## src/rtl/axis_read_cfg_seq_pkg.sv

```systemverilog
// ---------------------------------------------------------------------------
// axis_read_cfg_seq_pkg
//   Shared definitions for the read-stream cfg sequencer:
//   - default cfg register addresses for the select beat and the data beats
//   - number of data beats that follow the select beat
//   - one-hot state encoding of the cfg sequencer
// ---------------------------------------------------------------------------
package axis_read_cfg_seq_pkg;

    // Default cfg_addr codes understood by the read-stream engine.
    localparam int unsigned DEF_CFG_ADDR = 23;  // select beat (carries the ID)
    localparam int unsigned DEF_CFG_DATA = 24;  // address and length beats

    // Data beats per sequence after the select beat (address, length).
    localparam int unsigned CFG_NB = 2;

    // One-hot bit positions of the sequencer states.
    localparam int unsigned ST_IDLE_BIT = 0;
    localparam int unsigned ST_ID_BIT   = 1;
    localparam int unsigned ST_ADR_BIT  = 2;
    localparam int unsigned ST_LEN_BIT  = 3;

    // Each value sets exactly the bit named by the matching *_BIT index.
    typedef enum logic [3:0] {
        S_IDLE = 4'b0001,
        S_ID   = 4'b0010,
        S_ADR  = 4'b0100,
        S_LEN  = 4'b1000
    } cfg_state_t;

endpackage : axis_read_cfg_seq_pkg

```

## src/rtl/axis_desc_fifo.sv

```systemverilog
// ---------------------------------------------------------------------------
// axis_desc_fifo
//   Synchronous FIFO, depth 2**AWIDTH, first-word fall-through read port.
//   Pointers carry one extra MSB so full and empty can be told apart.
//
// Ports:
//   clk      in   clock
//   rst_n    in   asynchronous active-low reset (pointers only)
//   push     in   write wr_data (ignored when full)
//   wr_data  in   WIDTH write word
//   pop      in   drop the head entry (ignored when empty)
//   rd_data  out  WIDTH head entry, valid while empty=0
//   count    out  AWIDTH+1 number of stored entries
//   full     out  no free entry
//   empty    out  no stored entry
// ---------------------------------------------------------------------------
module axis_desc_fifo #(
    parameter int unsigned WIDTH  = 64,
    parameter int unsigned AWIDTH = 2
) (
    input  logic              clk,
    input  logic              rst_n,
    input  logic              push,
    input  logic [WIDTH-1:0]  wr_data,
    input  logic              pop,
    output logic [WIDTH-1:0]  rd_data,
    output logic [AWIDTH:0]   count,
    output logic              full,
    output logic              empty
);

    localparam int unsigned DEPTH = 2 ** AWIDTH;

    logic [WIDTH-1:0] mem [DEPTH];
    logic [AWIDTH:0]  wr_ptr;
    logic [AWIDTH:0]  rd_ptr;
    logic             do_push;
    logic             do_pop;

    assign do_push = push & ~full;
    assign do_pop  = pop & ~empty;

    // Same index with different wrap bit means the writer is a full lap ahead.
    assign empty   = (wr_ptr == rd_ptr);
    assign full    = (wr_ptr[AWIDTH] != rd_ptr[AWIDTH]) &&
                     (wr_ptr[AWIDTH-1:0] == rd_ptr[AWIDTH-1:0]);
    assign count   = wr_ptr - rd_ptr;
    assign rd_data = mem[rd_ptr[AWIDTH-1:0]];

    // Storage needs no reset: entries are only read between push and pop.
    always_ff @(posedge clk) begin
        if (do_push) begin
            mem[wr_ptr[AWIDTH-1:0]] <= wr_data;
        end
    end

    always_ff @(posedge clk or negedge rst_n) begin
        if (!rst_n) begin
            wr_ptr <= '0;
            rd_ptr <= '0;
        end else begin
            if (do_push) begin
                wr_ptr <= wr_ptr + 1'b1;
            end
            if (do_pop) begin
                rd_ptr <= rd_ptr + 1'b1;
            end
        end
    end

endmodule : axis_desc_fifo

```

## src/rtl/axis_read_cfg_seq.sv

```systemverilog
// ---------------------------------------------------------------------------
// axis_read_cfg_seq
//   Queues read descriptors {address, length} and, for each one, drives the
//   3-beat config sequence to the read-stream engine's cfg port:
//     select (CFG_ADDR, CFG_ID) -> address (CFG_DATA, addr) -> length (CFG_DATA, len)
//   Zero-length descriptors are accepted and dropped.
//
// Handshakes (both sides): a transfer happens on a rising clk edge where
//   valid & ready are both high. Once cfg_valid is raised it stays high, and
//   cfg_addr/cfg_data stay stable, until the beat transfers. desc_ready does
//   not depend on desc_valid.
//
// Ports:
//   clk, rst_n     clock, asynchronous active-low reset
//   desc_address   read start byte address
//   desc_length    read length in stream words
//   desc_valid/desc_ready  descriptor handshake (desc_ready = queue not full)
//   cfg_addr/cfg_data/cfg_valid/cfg_ready  registered cfg beat output
//   pending        queued descriptors plus the one being sent
//   idle           pending == 0
// ---------------------------------------------------------------------------
module axis_read_cfg_seq
    import axis_read_cfg_seq_pkg::*;
#(
    parameter int unsigned DESC_AWIDTH = 2,
    parameter int unsigned CFG_ID      = 1,
    parameter int unsigned CFG_ADDR    = DEF_CFG_ADDR,
    parameter int unsigned CFG_DATA    = DEF_CFG_DATA,
    parameter int unsigned CFG_AWIDTH  = 5,
    parameter int unsigned CFG_DWIDTH  = 32
) (
    input  logic                   clk,
    input  logic                   rst_n,
    input  logic [CFG_DWIDTH-1:0]  desc_address,
    input  logic [CFG_DWIDTH-1:0]  desc_length,
    input  logic                   desc_valid,
    output logic                   desc_ready,
    output logic [CFG_AWIDTH-1:0]  cfg_addr,
    output logic [CFG_DWIDTH-1:0]  cfg_data,
    output logic                   cfg_valid,
    input  logic                   cfg_ready,
    output logic [DESC_AWIDTH:0]   pending,
    output logic                   idle
);

    localparam int unsigned PW = DESC_AWIDTH + 1;
    localparam int unsigned EW = 2 * CFG_DWIDTH;

    cfg_state_t              state_q;
    cfg_state_t              state_d;
    logic                    push;
    logic                    pop;
    logic                    fifo_full;
    logic                    fifo_empty;
    logic [PW-1:0]           fifo_count;
    logic [EW-1:0]           fifo_rd_data;
    logic [CFG_DWIDTH-1:0]   hold_addr;
    logic [CFG_DWIDTH-1:0]   hold_len;
    logic [CFG_AWIDTH-1:0]   cfg_addr_d;
    logic [CFG_DWIDTH-1:0]   cfg_data_d;
    logic                    cfg_valid_d;
    logic [PW-1:0]           pending_d;

    assign desc_ready = ~fifo_full;
    // Zero-length descriptors complete the handshake but never enter the queue.
    assign push       = desc_valid & ~fifo_full & (desc_length != '0);

    axis_desc_fifo #(
        .WIDTH  (EW),
        .AWIDTH (DESC_AWIDTH)
    ) u_desc_fifo (
        .clk     (clk),
        .rst_n   (rst_n),
        .push    (push),
        .wr_data ({desc_address, desc_length}),
        .pop     (pop),
        .rd_data (fifo_rd_data),
        .count   (fifo_count),
        .full    (fifo_full),
        .empty   (fifo_empty)
    );

    // Next-state and next-output logic. The cfg outputs are registered, so the
    // value for the next beat is prepared here and loaded at the edge where
    // the state advances; without cfg_ready everything holds.
    always_comb begin
        state_d     = state_q;
        pop         = 1'b0;
        cfg_addr_d  = cfg_addr;
        cfg_data_d  = cfg_data;
        cfg_valid_d = cfg_valid;
        unique case (state_q)
            S_IDLE: begin
                if (!fifo_empty) begin
                    pop         = 1'b1;
                    state_d     = S_ID;
                    cfg_addr_d  = CFG_AWIDTH'(CFG_ADDR);
                    cfg_data_d  = CFG_DWIDTH'(CFG_ID);
                    cfg_valid_d = 1'b1;
                end
            end
            S_ID: begin
                if (cfg_ready) begin
                    state_d    = S_ADR;
                    cfg_addr_d = CFG_AWIDTH'(CFG_DATA);
                    cfg_data_d = hold_addr;
                end
            end
            S_ADR: begin
                if (cfg_ready) begin
                    state_d    = S_LEN;
                    cfg_addr_d = CFG_AWIDTH'(CFG_DATA);
                    cfg_data_d = hold_len;
                end
            end
            S_LEN: begin
                if (cfg_ready) begin
                    if (!fifo_empty) begin
                        // Next descriptor starts with no bubble.
                        pop        = 1'b1;
                        state_d    = S_ID;
                        cfg_addr_d = CFG_AWIDTH'(CFG_ADDR);
                        cfg_data_d = CFG_DWIDTH'(CFG_ID);
                    end else begin
                        state_d     = S_IDLE;
                        cfg_addr_d  = '0;
                        cfg_data_d  = '0;
                        cfg_valid_d = 1'b0;
                    end
                end
            end
            default: begin
                // Unreachable encodings fall back to a clean idle.
                state_d     = S_IDLE;
                cfg_addr_d  = '0;
                cfg_data_d  = '0;
                cfg_valid_d = 1'b0;
            end
        endcase
    end

    // pending tracks the queue count after this edge plus the descriptor the
    // sequencer owns; the in-flight one is released by the length beat.
    assign pending_d = fifo_count + PW'(push) - PW'(pop) + PW'(state_d != S_IDLE);

    always_ff @(posedge clk or negedge rst_n) begin
        if (!rst_n) begin
            state_q   <= S_IDLE;
            cfg_addr  <= '0;
            cfg_data  <= '0;
            cfg_valid <= 1'b0;
            hold_addr <= '0;
            hold_len  <= '0;
            pending   <= '0;
            idle      <= 1'b1;
        end else begin
            state_q   <= state_d;
            cfg_addr  <= cfg_addr_d;
            cfg_data  <= cfg_data_d;
            cfg_valid <= cfg_valid_d;
            pending   <= pending_d;
            idle      <= (pending_d == '0);
            if (pop) begin
                hold_addr <= fifo_rd_data[EW-1:CFG_DWIDTH];
                hold_len  <= fifo_rd_data[CFG_DWIDTH-1:0];
            end
        end
    end

endmodule : axis_read_cfg_seq

```

## config.mk

```make
export PLATFORM = sky130hd
export DESIGN_NAME = axis_read_cfg_seq
export DESIGN_NICKNAME = d
export VERILOG_FILES = /design/src/rtl/axis_read_cfg_seq_pkg.sv /design/src/rtl/axis_desc_fifo.sv /design/src/rtl/axis_read_cfg_seq.sv
export SDC_FILE = /design/constraint.sdc
export NUM_CORES = 1
export LEC_CHECK = 0
export CAP_MARGIN = 40
export CORE_MARGIN = 5
export CORE_UTILIZATION = 52
export CTS_BUF_LIST = sky130_fd_sc_hd__clkbuf_2
export CTS_CLUSTER_SIZE = 25
export DETAILED_ROUTE_END_ITERATION = 7
export DONT_BUFFER_PORTS = 1
export GPL_TIMING_DRIVEN = 0
export PLACE_DENSITY = 0.67
export SETUP_SLACK_MARGIN = 0.05
export SYNTH_ARGS = -nofsm -noshare
export SYNTH_HDL_FRONTEND = slang
export SYNTH_SLANG_ARGS = --single-unit
```

## constraint.sdc

```tcl
create_clock -name clk -period 3.6 [get_ports clk]
set_input_delay 0.72 -clock clk [delete_from_list [all_inputs] [get_ports clk]]
set_output_delay 0.72 -clock clk [all_outputs]
set_load 0.05 [all_outputs]
```

==> impl_metrics.json <==
{
  "synth_seq_cells": 370,
  "cp_num_buf_inv": 4,
  "p_sw_mw": 5.40,
  "core_mm2": 0.0276,
  "cp.arrival_ns": 4.15,
  "r2r_cells": 13,
  "fin_cells": 1367,
  "cellPowerDensity_mw_per_mm2": 921,
  "fin_nets": 984,
  "critPathCaptureType": "flip-flop",
  "start_kind": "flip-flop",
  "top_layer": "met4",
  "leakagePower_nw": 6.33,
  "tritoncts": "done",
  "routed_wl_um": 31100,
  "die_w_um": 177,
  "firstDrtPassIters": 5,
  "r2r_end": "idle",
  "grt.total_usage_pct": 20.4,
  "numCtsBuffers": 92,
  "fmax_ghz": 0.294,
  "outcome": "finished, final reports clean",
  "cap_violations": 0,
  "power_frac_seq_pct": 44.5,
  "crit_family": "adder cells",
  "synth_area_leaders": "edfxtp_1 53%, dfrtp_1 19%, mux4_2 9.9%",
  "area_growth_syn_to_layout_pct": 15.8,
  "cts_max_path_buffers": 3,
  "routed_via_density": 5.53,
  "drive_gt1_share_pct": 34.2,
  "path_clk_slew_ns": 0.11,
  "dr_total_vias": 7559,
  "whs_ns": 0.0856,
  "first_global_vias": 8108,
  "crit_slowest_cell": "fa_1",
  "root_buffer": "clkbuf_2",
  "fin_crit_ns": 3.40,
  "die_area_mm2": 0.0313,
  "min_period_over_period_pct": 94.5,
  "synth_nets": 816,
  "critPathKind": "flip-flop to flip-flop",
  "grt_max_degree": 115,
  "min_path_type": "input port to flip-flop",
  "setup_viol": 0,
  "hold_viol": 0,
  "synth_most_common_cell": "edfxtp_1",
  "synth_top_area_cell": "edfxtp_1",
  "avgRoutedWirePerCell_um": 22.7,
  "swShare_pct": 34.9,
  "critPathMaxFanout": 10,
  "cp.required_ns": 4.35,
  "ys_warn_count": 0,
  "netlist_area_mm2": 0.0145,
  "wl_met3_um": 2360,
  "overflow": 0,
  "ys_async_sr_fraction_pct": 30.8,
  "slowest_delay_ns": 0.53,
  "die_y_um": 177,
  "drt.antenna.violating_nets": 0,
  "ys_seq_area_share_pct": 72.8,
  "gp_congestion": 0.809,
  "wl_met2_um": 15800,
  "h-tree-depth": 3,
  "syn_area_per_cell_um2": 19.6,
  "grt_pass1_wl_um": 48000,
  "antenna_found_initial": 2,
  "netlist_instances": 739,
  "drt-met1-wl_um": 12300,
  "rsz0062_at_grt": "no",
  "row_count": 61,
  "synth_edf_count": 256,
  "synth_common_cells": "256 x edfxtp_1, 112 x dfrtp_1, 64 x mux2_4, 64 x mux4_2, 38 x nand2_1",
  "synth_top_area_share_pct": 53.1,
  "drc": 0,
  "slew_violations": 0,
  "rrSetupSlack_ns": 0.20,
  "crit_end": "idle",
  "initial_core_util_pct": 52.4,
  "r2r-start": "u_desc_fifo.rd_ptr[1]",
  "synth_cell_type_count": 51,
  "slew-limit-headroom_pct": 41.7,
  "ys.flop_type": "edfxtp_1",
  "skew_ns": 0.0564,
  "crit_path_start": "u_desc_fifo.rd_ptr[1]",
  "place_inst": 1124,
  "clkPwrFrac_pct": 18.6,
  "fillers": 2062,
  "pwr-share-comb_pct": 36.9,
  "insertion_delay_ns": 0.87,
  "cp_cell_sequence": "xor2_2, nor3_2, or4_4, buf_12, buf_6, fa_1, inv_1, fa_1, inv_1, ha_2, xnor2_2, xnor2_2, nor3_2",
  "p_int_mw": 10.1,
  "pin_count": 111,
  "peakVddDrop_mv": 0.435,
  "hpwl_um": 19500,
  "tightestPinTransition_ns": 0.872,
  "cts.sinks": 370,
  "io_buffers": 0,
  "cp_num_cells": 13,
  "drt_iter0_drc": 532
}
## logic make-up after synthesis
group                    after synthesis  synth area share (%)
flip-flops                           370                  72.8
multiplexers                         130                  16.7
AO/OA/AOI/OAI                         88                  3.84
AND/OR/NAND/NOR                       73                  2.60
buffers and inverters                 58                  2.43
XOR/XNOR                              11                 0.717
adder cells (fa/ha/maj)                9                 0.933
## layout by cell type (no fill, tap or decap), drive strengths merged, types with 5 or more instances in the layout
| cell | netlist | layout |
|---|---|---|
| a22oi | 31 | 31 |
| buf | 22 | 33 |
| a21oi | 9 | 9 |
| xnor2 | 5 | 5 |
| nor4 | 8 | 8 |
| ha | 6 | 6 |
| inv | 15 | 18 |
| clkbuf | 21 | 165 |
| dfrtp | 112 | 112 |
| mux4 | 64 | 64 |
| xor2 | 6 | 6 |
| dlygate4sd3 | 0 | 66 |
| o21ai | 37 | 37 |
| nand2 | 38 | 38 |
| clkinv | 0 | 21 |
| mux2 | 65 | 65 |
| edfxtp | 256 | 256 |
## stage by stage
step / setup WS (ns) / util [%] / TNS [ns] / area (um^2) / power [mW]
floorplan: 0.0927 / - / 0 / 14500 / 11.0
global placement: -1.30 / 54.2 / -327.26 / 15000 / 12.2
detailed placement: 0.0431 / 54.7 / 0 / 15100 / 12.4
CTS: 0.0515 / 60.5 / 0 / 16700 / 15.5
global route: 0.0651 / 60.7 / 0 / 16800 / 16.3
finish: 0.198 / 60.7 / 0 / 16800 / 15.5
## flip-flops by register name (all words and copies together) (netlist names)
signal	count
state_q	4
cfg_addr	3
cfg_data	32
cfg_valid	1
hold_addr	32
pending	3
u_desc_fifo.wr_ptr	3
u_desc_fifo.rd_ptr	3
u_desc_fifo.mem	256
idle	1
hold_len	32
## per-layer routing
layer  vias to the layer above  GRT usage, %
met3                        41          6.28
met4                         0          6.90
li1                       3317             -
met1                      3922          25.9
met2                       279          33.8
met5                         -             0
## repair_timing
action                                  CTS  global route
buffers inserted                          0             2
endpoints found under the hold margin   372             0
hold buffers                             67             0
gates resized for setup                   2            12
pin swaps                                 0             4
endpoints found under the setup margin    1             2
## area by class of cell
class / instances / area, um^2 / share of cell area, %
clock inverters: 27 / 165 / 0.984
inverters: 15 / 56.3 / 0.336
well taps: 378 / 473 / 2.82
repair buffers: 76 / 845 / 5.03
plain buffers: 41 / 300 / 1.79
clock buffers: 147 / 736 / 4.38
diodes: 2 / 5.00 / 0.0298
multi-input cells: 311 / 3650 / 21.8
flip-flops and latches: 370 / 10500 / 62.8
## worst register-to-register path: cells and delay by family (launching register included)
kind	cells	cell delay, ns
buffers and inverters	4	0.47
adder cells (fa/ha/maj)	3	1.08
flip-flops	1	0.48
AND/OR/NAND/NOR	3	0.81
XOR/XNOR	3	0.45
## power groups by stage
stage / sequential (mW) / clock [mW] / combinational (mW)
3_3_place_gp: 6.98 / 0 / 5.19
6_report: 6.88 / 2.87 / 5.70
5_1_grt: 6.98 / 3.21 / 6.15
2_1_floorplan: 6.74 / 0 / 4.22
3_5_place_dp: 6.95 / 0 / 5.47
4_1_cts: 6.87 / 2.98 / 5.61
## worst min-delay path by stage
| stage | start | to | slack, ns | cells past startpoint |
|---|---|---|---|---|
| floorplan | rst_n | cfg_addr[2] | 0.42 | 0 |
| global placement | rst_n | hold_addr[6] | 0.43 | 0 |
| detailed placement | rst_n | hold_addr[6] | 0.43 | 0 |
| CTS | cfg_ready | state_q[2] | 0.02 | 3 |
| global route | cfg_ready | state_q[2] | 0.07 | 3 |
| finish | cfg_ready | state_q[2] | 0.09 | 3 |
(Power assumes the default switching activity.)
